### src/rtl/uart_cmd_parser_if.sv
// Byte-stream handshake into the command parser: one byte per rx_valid cycle.
interface uart_cmd_parser_if;
  logic [7:0] rx_data;
  logic       rx_valid;

  modport master (output rx_data, output rx_valid);
  modport slave  (input  rx_data, input  rx_valid);
endinterface

### src/rtl/uart_cmd_parser.sv
// ASCII command parser for a clock/alarm: "T hhmmss CR", "A hhmm CR", "? CR".
// Digits are collected as packed BCD, range-checked on CR, then loaded with a one-cycle pulse.
module uart_cmd_parser #(
  parameter int CLOCK_FREQ     = 50000000,
  parameter int TIMEOUT_MS     = 100,
  parameter int TIMEOUT_CYCLES = CLOCK_FREQ / 1000 * TIMEOUT_MS
) (
  input  logic             clk,
  input  logic             reset_n,
  uart_cmd_parser_if.slave rx,
  output logic [7:0]       time_hh,
  output logic [7:0]       time_mm,
  output logic [7:0]       time_ss,
  output logic [7:0]       alarm_hh,
  output logic [7:0]       alarm_mm,
  output logic             set_time,
  output logic             set_alarm,
  output logic             query,
  output logic             cmd_err,
  output logic             busy
);
  localparam int TMO_W = $clog2(TIMEOUT_CYCLES + 1);
  localparam logic [TMO_W-1:0] TMO_LAST = TMO_W'(TIMEOUT_CYCLES - 1);

  localparam logic [7:0] CH_T  = 8'h54;
  localparam logic [7:0] CH_A  = 8'h41;
  localparam logic [7:0] CH_Q  = 8'h3F;
  localparam logic [7:0] CH_CR = 8'h0D;
  localparam logic [7:0] CH_LF = 8'h0A;

  typedef enum logic [1:0] {S_IDLE, S_DIGITS, S_EOL, S_FLUSH} state_t;
  typedef enum logic [1:0] {OP_TIME, OP_ALARM, OP_QUERY} op_t;

  state_t           state_q, state_d;
  op_t              op_q, op_d;
  logic [2:0]       left_q, left_d;
  logic [23:0]      dig_q, dig_d;
  logic [TMO_W-1:0] tmo_q, tmo_d;
  logic [7:0]       time_hh_q, time_hh_d, time_mm_q, time_mm_d, time_ss_q, time_ss_d;
  logic [7:0]       alarm_hh_q, alarm_hh_d, alarm_mm_q, alarm_mm_d;
  logic             set_time_q, set_time_d, set_alarm_q, set_alarm_d;
  logic             query_q, query_d, cmd_err_q, cmd_err_d;
  logic             is_digit, in_cmd;

  function automatic logic hh_ok(input logic [7:0] v);
    return (v[7:4] < 4'd2) || ((v[7:4] == 4'd2) && (v[3:0] <= 4'd3));
  endfunction

  function automatic logic ms_ok(input logic [7:0] v);
    return v[7:4] <= 4'd5;
  endfunction

  assign is_digit = (rx.rx_data >= 8'h30) && (rx.rx_data <= 8'h39);
  assign in_cmd   = (state_q == S_DIGITS) || (state_q == S_EOL);

  always_comb begin
    state_d     = state_q;
    op_d        = op_q;
    left_d      = left_q;
    dig_d       = dig_q;
    tmo_d       = '0;
    time_hh_d   = time_hh_q;
    time_mm_d   = time_mm_q;
    time_ss_d   = time_ss_q;
    alarm_hh_d  = alarm_hh_q;
    alarm_mm_d  = alarm_mm_q;
    set_time_d  = 1'b0;
    set_alarm_d = 1'b0;
    query_d     = 1'b0;
    cmd_err_d   = 1'b0;

    // A byte on the terminal-count cycle always wins over the timeout.
    if (in_cmd && !rx.rx_valid) begin
      if (tmo_q == TMO_LAST) begin
        cmd_err_d = 1'b1;
        state_d   = S_IDLE;
      end else begin
        tmo_d = tmo_q + TMO_W'(1);
      end
    end

    if (rx.rx_valid) begin
      case (state_q)
        S_IDLE: begin
          case (rx.rx_data)
            CH_T: begin
              state_d = S_DIGITS;
              op_d    = OP_TIME;
              left_d  = 3'd6;
              dig_d   = '0;
            end
            CH_A: begin
              state_d = S_DIGITS;
              op_d    = OP_ALARM;
              left_d  = 3'd4;
              dig_d   = '0;
            end
            CH_Q: begin
              state_d = S_EOL;
              op_d    = OP_QUERY;
            end
            CH_CR, CH_LF: ;
            default: begin
              cmd_err_d = 1'b1;
              state_d   = S_FLUSH;
            end
          endcase
        end
        S_DIGITS: begin
          if (is_digit) begin
            dig_d  = {dig_q[19:0], rx.rx_data[3:0]};
            left_d = left_q - 3'd1;
            if (left_q == 3'd1) state_d = S_EOL;
          end else begin
            cmd_err_d = 1'b1;
            state_d   = S_FLUSH;
          end
        end
        S_EOL: begin
          if (rx.rx_data == CH_CR) begin
            state_d = S_IDLE;
            case (op_q)
              OP_TIME: begin
                if (hh_ok(dig_q[23:16]) && ms_ok(dig_q[15:8]) && ms_ok(dig_q[7:0])) begin
                  time_hh_d  = dig_q[23:16];
                  time_mm_d  = dig_q[15:8];
                  time_ss_d  = dig_q[7:0];
                  set_time_d = 1'b1;
                end else begin
                  cmd_err_d = 1'b1;
                end
              end
              OP_ALARM: begin
                if (hh_ok(dig_q[15:8]) && ms_ok(dig_q[7:0])) begin
                  alarm_hh_d  = dig_q[15:8];
                  alarm_mm_d  = dig_q[7:0];
                  set_alarm_d = 1'b1;
                end else begin
                  cmd_err_d = 1'b1;
                end
              end
              default: query_d = 1'b1;
            endcase
          end else begin
            cmd_err_d = 1'b1;
            state_d   = S_FLUSH;
          end
        end
        S_FLUSH: begin
          if (rx.rx_data == CH_CR) state_d = S_IDLE;
        end
        default: state_d = S_IDLE;
      endcase
    end
  end

  always_ff @(posedge clk or negedge reset_n) begin
    if (!reset_n) begin
      state_q     <= S_IDLE;
      op_q        <= OP_TIME;
      left_q      <= '0;
      dig_q       <= '0;
      tmo_q       <= '0;
      time_hh_q   <= '0;
      time_mm_q   <= '0;
      time_ss_q   <= '0;
      alarm_hh_q  <= '0;
      alarm_mm_q  <= '0;
      set_time_q  <= 1'b0;
      set_alarm_q <= 1'b0;
      query_q     <= 1'b0;
      cmd_err_q   <= 1'b0;
    end else begin
      state_q     <= state_d;
      op_q        <= op_d;
      left_q      <= left_d;
      dig_q       <= dig_d;
      tmo_q       <= tmo_d;
      time_hh_q   <= time_hh_d;
      time_mm_q   <= time_mm_d;
      time_ss_q   <= time_ss_d;
      alarm_hh_q  <= alarm_hh_d;
      alarm_mm_q  <= alarm_mm_d;
      set_time_q  <= set_time_d;
      set_alarm_q <= set_alarm_d;
      query_q     <= query_d;
      cmd_err_q   <= cmd_err_d;
    end
  end

  assign time_hh   = time_hh_q;
  assign time_mm   = time_mm_q;
  assign time_ss   = time_ss_q;
  assign alarm_hh  = alarm_hh_q;
  assign alarm_mm  = alarm_mm_q;
  assign set_time  = set_time_q;
  assign set_alarm = set_alarm_q;
  assign query     = query_q;
  assign cmd_err   = cmd_err_q;
  assign busy      = (state_q != S_IDLE);
endmodule

### src/flat_wrapper.sv
// flat-port wrapper written by rule: the top's interface ports become plain ports
module uart_cmd_parser_flat 
#(
  parameter int CLOCK_FREQ     = 50000000,
  parameter int TIMEOUT_MS     = 100,
  parameter int TIMEOUT_CYCLES = CLOCK_FREQ / 1000 * TIMEOUT_MS
)
  (clk, reset_n, time_hh, time_mm, time_ss, alarm_hh, alarm_mm, set_time, set_alarm, query, cmd_err, busy, rx_rx_data, rx_rx_valid);
  uart_cmd_parser_if rx_i ();
  input  logic clk;
  input  logic reset_n;
  output logic [7:0] time_hh;
  output logic [7:0] time_mm;
  output logic [7:0] time_ss;
  output logic [7:0] alarm_hh;
  output logic [7:0] alarm_mm;
  output logic set_time;
  output logic set_alarm;
  output logic query;
  output logic cmd_err;
  output logic busy;
  input wire logic [$bits(rx_i.rx_data)-1:0] rx_rx_data;
  input wire logic [$bits(rx_i.rx_valid)-1:0] rx_rx_valid;
  assign rx_i.rx_data = rx_rx_data;
  assign rx_i.rx_valid = rx_rx_valid;
  uart_cmd_parser #(.CLOCK_FREQ(CLOCK_FREQ), .TIMEOUT_MS(TIMEOUT_MS), .TIMEOUT_CYCLES(TIMEOUT_CYCLES)) u_core (.clk(clk), .reset_n(reset_n), .rx(rx_i), .time_hh(time_hh), .time_mm(time_mm), .time_ss(time_ss), .alarm_hh(alarm_hh), .alarm_mm(alarm_mm), .set_time(set_time), .set_alarm(set_alarm), .query(query), .cmd_err(cmd_err), .busy(busy));
endmodule
### config.mk
export PLATFORM = sky130hd
export DESIGN_NAME = uart_cmd_parser_flat
export DESIGN_NICKNAME = d
export VERILOG_FILES = /design/src/rtl/uart_cmd_parser_if.sv /design/src/rtl/uart_cmd_parser.sv /design/src/flat_wrapper.sv
export SDC_FILE = /design/constraint.sdc
export NUM_CORES = 1
export LEC_CHECK = 0
export ABC_AREA = 1
export CAP_MARGIN = 10
export CORE_ASPECT_RATIO = 0.5
export CORE_UTILIZATION = 32
export DETAILED_ROUTE_END_ITERATION = 8
export GPL_ROUTABILITY_DRIVEN = 1
export SYNTH_ARGS = -nofsm -noshare
export SYNTH_HDL_FRONTEND = slang
export SYNTH_SLANG_ARGS = --single-unit
### constraint.sdc
create_clock -name clk -period 2 [get_ports clk]
set_clock_uncertainty 0.05 [all_clocks]
set_input_delay 0.3 -clock clk [delete_from_list [all_inputs] [get_ports clk]]
set_output_delay 0.3 -clock clk [all_outputs]
set_load 0.01 [all_outputs]
==> results.sh <==
export IMPL_cts_tree="done"
export IMPL_diodes=0
export IMPL_cp_max_fo=7
export IMPL_dr_max_layer_used="met4"
export IMPL_clock_sinks=98
export IMPL_clockBufferDepth=2
export IMPL_placed_area_um2=5710
export IMPL_tightest_slew_ps=406
export IMPL_cts_buffers=9
export IMPL_final_min_clock_period_ps=1940
export IMPL_die_x_um=175
export IMPL_final_net_count=667
export IMPL_setup_violations=0
export IMPL_grt_pass1_wl_um=17300
export IMPL_finalSetupTns_ps=0
export IMPL_synth_avg_cell_area_um2=8.47
export IMPL_vias_per_cell=4.48
export IMPL_fmax_mhz=515
export IMPL_rows=31
export IMPL_yosys_warnings=0
export IMPL_hold_path_class="in2async"
export IMPL_regArea_um2=2450
export IMPL_route_detailed_wl_per_inst_um=12.0
export IMPL_timing_rr_start="u_core.state_q[0]$_DFF_PN0_"
export IMPL_vdd_drop_max_mv=0.475
export IMPL_synth_edff_count=0
export IMPL_critPathKind="reg2out"
export IMPL_stdcell_area_um2=6070
export IMPL_ff2ff_path_depth=10
export IMPL_drt_wl_total_um=10200
export IMPL_slew_violations=0
export IMPL_report_final_hold_viol_count=0
export IMPL_clk_latency_ps=350
export IMPL_drc_errors=0
export IMPL_port_buffers=55
export IMPL_synth_area_leaders="dfrtp_1 51%, nand2_1 11%, o21ai_2 5.9%"
export IMPL_initial_core_util_pct=32.9
export IMPL_synth_ff_type="dfrtp_1"
export IMPL_multi_input_area_um2=1950
export IMPL_grt_setup_unrepaired="false"
export IMPL_antenna_found_initial=0
export IMPL_nFillCells=1438
export IMPL_leakagePower_nw=2.80
export IMPL_ys_ff_latch=98
export IMPL_status="finished, final reports clean"
export IMPL_grt_usage_pct=14.0
export IMPL_clkTransAtPathRegs_ps=70
export IMPL_drive_above_1_share_pct=16.5
export IMPL_syn_cell_area_um2=4780
export IMPL_slew_headroom_pct=72.7
export IMPL_synth_top_area_share_pct=51.3
export IMPL_die_y_um=88.5
export IMPL_reg2reg_to="u_core.dig_q[3]$_DFFE_PN0P_"
export IMPL_finalWorstSetupSlack_ps=59.7
export IMPL_grt_max_degree=45
export IMPL_first_pass_iters=4
export IMPL_drt_initial_drc_count=229
export IMPL_synth_area_leader_cell="dfrtp_1"
export IMPL_synthDistinctLibCells=32
export IMPL_wl_met2_um=4850
export IMPL_startpoint_type="flop"
export IMPL_post_route_period_util_pct=97.0
export IMPL_num_vias=3818
export IMPL_synthToLayoutAreaGrowth_pct=26.9
export IMPL_end_kind="output port"
export IMPL_htreeDepth=3
export IMPL_grt_overflow=0
export IMPL_core_area_um2=14500
export IMPL_crit_buf_inv=3
export IMPL_powerDensity_nw_per_um2=882
export IMPL_die_area_um2=15500
export IMPL_path_cells="inv_2, ha_4, inv_1, clkdlybuf4s50_1"
export IMPL_syn_num_nets=583
export IMPL_cap_viol_max_count=0
export IMPL_async_flop_share_pct=100
export IMPL_cts_root_buf="clkbuf_16"
export IMPL_cp_top_family="buffers and inverters"
export IMPL_m1WireLength_um=5030
export IMPL_slowest_delay_ps=540
export IMPL_holdWs_ps=392
export IMPL_dp_hpwl_um=7630
export IMPL_grt_pass1_vias=3625
export IMPL_crit_slowest_cell="clkdlybuf4s50_1"
export IMPL_yosysSeqAreaShare_pct=51.3
export IMPL_r2r_slack_ps=140
export IMPL_crit_arrival_ps=1590
export IMPL_place_ws_ps=-109
export IMPL_worst_ep_required_time_ps=1650
export IMPL_ios=56
export IMPL_route_met3_wl_um=281
export IMPL_gp_congestion=0.812
export IMPL_postSynthCellCount=565
export IMPL_detail_route_antenna_nets=0
[per-layer routing]
metal / global-route usage [%] / up-vias
met5: 0 / -
met4: 3.56 / 0
met3: 2.96 / 6
met2: 24.2 / 42
met1: 18.1 / 1814
li1: - / 1956
[Yosys cell counts (2+ instances only)]
master,n
clkbuf_1,3
o21ai_2,32
buf_2,4
buf_8,2
dfrtp_1,98
o21ai_0,34
nor2_1,58
inv_2,5
a21oi_1,10
inv_1,74
xor2_1,6
buf_6,3
nor3_1,12
nand2_2,7
nor3b_1,4
nand2_4,2
nor4_1,2
nor2_4,4
nand2_1,145
nand3_1,32
nand4_1,8
ha_1,7
xnor2_1,2
nor2_2,3
[where the power goes]
| group | internal, W | switching [W] | leakage, nW |
|---|---|---|---|
| sequential | 0.00213 | 0.0000856 | 1.32 |
| combinational | 0.000512 | 0.000821 | 1.33 |
| clock | 0.00102 | 0.000783 | 0.147 |
[flip-flops by register name, indices dropped and copies added (netlist names)]
signal and count:
u_core.time_hh 8, u_core.state_q 2, u_core.left_q 3, u_core.alarm_mm 8, u_core.query 1, u_core.set_alarm 1
u_core.tmo_q 23, u_core.cmd_err 1, u_core.time_ss 8, u_core.op_q 2, u_core.alarm_hh 8, u_core.time_mm 8
u_core.dig_q 24, u_core.set_time 1
[worst reg2reg max path, delay by kind of cell (launching register included)]
kind / cells / cell delay [ps]
DFF: 1 / 430
adders and majority gates: 1 / 280
buffers and inverters: 4 / 540
and+or+nand+nor: 4 / 310
AOI/OAI and AO/OA: 1 / 170
[placed cells by master (no fill, tap or decap), types with 6 or more instances in the layout]
cell type,n
xor2_1,6
nand4_1,8
ha_1,6
o21ai_0,33
dfrtp_1,96
inv_2,6
buf_4,28
o21ai_2,32
clkbuf_16,9
a21oi_1,10
clkdlybuf4s50_1,54
inv_1,73
nand2_2,7
nand3_1,31
nand2_1,145
nor3_1,12
nor2_1,58
[how the worst max path moves through the flow]
stage | start | to | slack (ps) | cells after the start
finish | u_core.state_q[0]$_DFF_PN0_ | busy | 60 | 4
detailed placement | rx_rx_data[7] | u_core.dig_q[3]$_DFFE_PN0P_ | -110 | 11
global placement | rx_rx_data[2] | u_core.alarm_hh[0]$_DFFE_PN0P_ | -60 | 10
CTS | u_core.state_q[0]$_DFF_PN0_ | busy | 20 | 4
global route | u_core.state_q[0]$_DFF_PN0_ | u_core.left_q[2]$_DFFE_PN0P_ | 8 | 10
floorplan | u_core.state_q[1]$_DFF_PN0_ | u_core.left_q[0]$_DFFE_PN0P_ | 320 | 10
[cell families (layout without fill, tap and decap cells)]
| family | Yosys count | after routing | synth area share, % |
|---|---|---|---|
| buffers and inverters | 92 | 181 | 8.32 |
| adder cells (fa/ha/maj) | 7 | 7 | 1.83 |
| XOR/XNOR | 8 | 8 | 1.46 |
| flip-flops | 98 | 98 | 51.3 |
| AO/OA/AOI/OAI | 79 | 79 | 11.0 |
| AND/OR/NAND/NOR | 281 | 281 | 26.2 |
[area by class of cell]
cell class,instances,area share [%]
well taps,198,4.08
flip-flops and latches,98,40.4
multi-input cells,375,32.2
clock buffers,10,3.94
repair buffers,85,13.2
clock inverters,6,1.22
inverters,80,4.99
[through the flow]
| stage | power, W | utilization (%) | cells |
|---|---|---|---|
| 2_1_floorplan | 0.00306 | - | 565 |
| 3_3_place_gp | 0.00350 | 39.3 | 833 |
| 3_5_place_dp | 0.00353 | 39.3 | 833 |
| 4_1_cts | 0.00543 | 41.7 | 852 |
| 5_1_grt | 0.00569 | 41.7 | 852 |
| 6_report | 0.00535 | 41.7 | 852 |
[repair_timing]
| action | 4_1_cts | 5_1_grt |
|---|---|---|
| buffers inserted | 2 | 0 |
| hold endpoints to repair | 29 | 0 |
| endpoints found under the setup margin | 1 | 4 |
| hold buffers | 1 | 0 |
| resized for setup | 4 | 3 |
No activity file was read; power rests on OpenSTA's default activity.
==> variant, RTL diff (config.mk and constraints unchanged) <==
Re-encode `op_t` (3 values) as one-hot, 3 bits wide.
--- a/src/rtl/uart_cmd_parser.sv
+++ b/src/rtl/uart_cmd_parser.sv
@@ -29,7 +29,7 @@
   localparam logic [7:0] CH_LF = 8'h0A;
 
   typedef enum logic [1:0] {S_IDLE, S_DIGITS, S_EOL, S_FLUSH} state_t;
-  typedef enum logic [1:0] {OP_TIME, OP_ALARM, OP_QUERY} op_t;
+  typedef enum logic [2:0] {OP_TIME = 3'b001, OP_ALARM = 3'b010, OP_QUERY = 3'b100} op_t;
 
   state_t           state_q, state_d;
   op_t              op_q, op_d;
Behaviour: same outputs for any inputs over 4 cycles, from zero or initial values and one cycle with reset_n low; so few cycles prove little.
==> variant against the original RTL <==
Area after synthesis grew 2.2%; worst hold slack lost 0.010 ns; power grew 13%; sequential power grew 13%; worst setup slack gained 0.12 ns; wire length grew 2.7%; clock power shrank 6%; critical path depth grew 5; sequential cell count grew 1; count of clock-buffer cells in the layout shrank 1; critical path type is now register to register; sequential share of layout area shrank 0.32 points; final area grew 1.8%.
==> variant: results <==
run_status:
  status: "completed"
yosys:
  synth_nets: 578
  synth-seq-area-share_pct: 50.7
  synth_common_cells: "nand2_1 (131), dfrtp_1 (98), inv_1 (78), nor2_1 (45), o21ai_2 (41)"
  synth_xor_xnor_area_share_pct: 0.716
  synth_area_leaders: "dfrtp_1 (50%), nand2_1 (10%), o21ai_2 (7.3%), inv_1 (6.0%), nor2_1 (3.5%)"
  synth.avg_cell_area_um2: 8.73
  synth-compound-area-share_pct: 13.0
  synth_cell_type_count: 33
  synthAdderAreaFrac_pct: 1.79
drt:
  wl_met3_um: 344
  vias_per_cell: 4.50
  wl_met1_mm: 5.20
  drtIter0Drc: 200
  wl_per_cell_um: 12.4
  wl_met2_mm: 4.88
power_and_ir_drop:
  p_leak_nw: 2.77
  ir_drop_v: 0.000492
critical_path:
  ff2ff_setup_slack_ns: 0.18
  crit_end: "u_core.dig_q[14]$_DFFE_PN0P_"
  crit_family: "buffers and inverters"
  cp_slowest_cell: "dfrtp_1"
  arrival_ns: 2.04
  slowest_delay_ns: 0.35
sta:
  whs_ns: 0.381
  slew_headroom_pct: 71.6
  timing.final.crit_share_pct: 90.9
placement:
  place_area_um2: 5860
  gp_congestion: 0.816
  dp_cells: 832
  place_ws_ns: -0.0557
  dp_hpwl_mm: 7.98
final_layout:
  nFillCells: 1459
  antenna_cells: 0
  final_nets: 665
  drive_gt1_share_pct: 19.9
  layoutNonFillerInstCount: 850
global_route:
  grt_pass1_vias: 3664
  use_met1_pct: 18.9
  grt_first_pass_wirelength_mm: 17.9
  grt_use_total_pct: 14.4
  met3_usage_pct: 3.19
  gr-usage-met2_pct: 24.0
  grt_start_max_net_pins: 42
clocking:
  cts_made_buffers: 9
-- variant: power by group --
group,total [W],switching (W),internal [W]
registers,0.00250,0.000190,0.00231
logic,0.00183,0.00115,0.000678
clock network,0.00169,0.000817,0.000874
-- variant: timing repair --
item                                    in CTS  in global routing
hold buffers                                 1                  0
gates resized for setup                      0                  4
hold endpoints to repair                    27                  0
endpoints found under the setup margin       1                  7
buffers inserted                             1                  0
-- variant: worst register-to-register path, cell delays in order, from the launching register on --
cell	delay [ns]
dfrtp_1	0.35
buf_4	0.14
ha_1	0.26
inv_1	0.14
a21oi_1	0.26
nand3_4	0.14
nor2_8	0.13
buf_12	0.15
nand2_1	0.05
o21ai_1	0.08
-- variant: final cells by class --
type	instances	area [um2]	area share (%)
clock inverter	7	70.1	1.13
inverter	88	333	5.38
tap	198	248	4.01
sequential	99	2480	40.1
timing repair buffer	87	856	13.8
multi-input combinational	362	1970	31.9
clock buffer	9	225	3.64
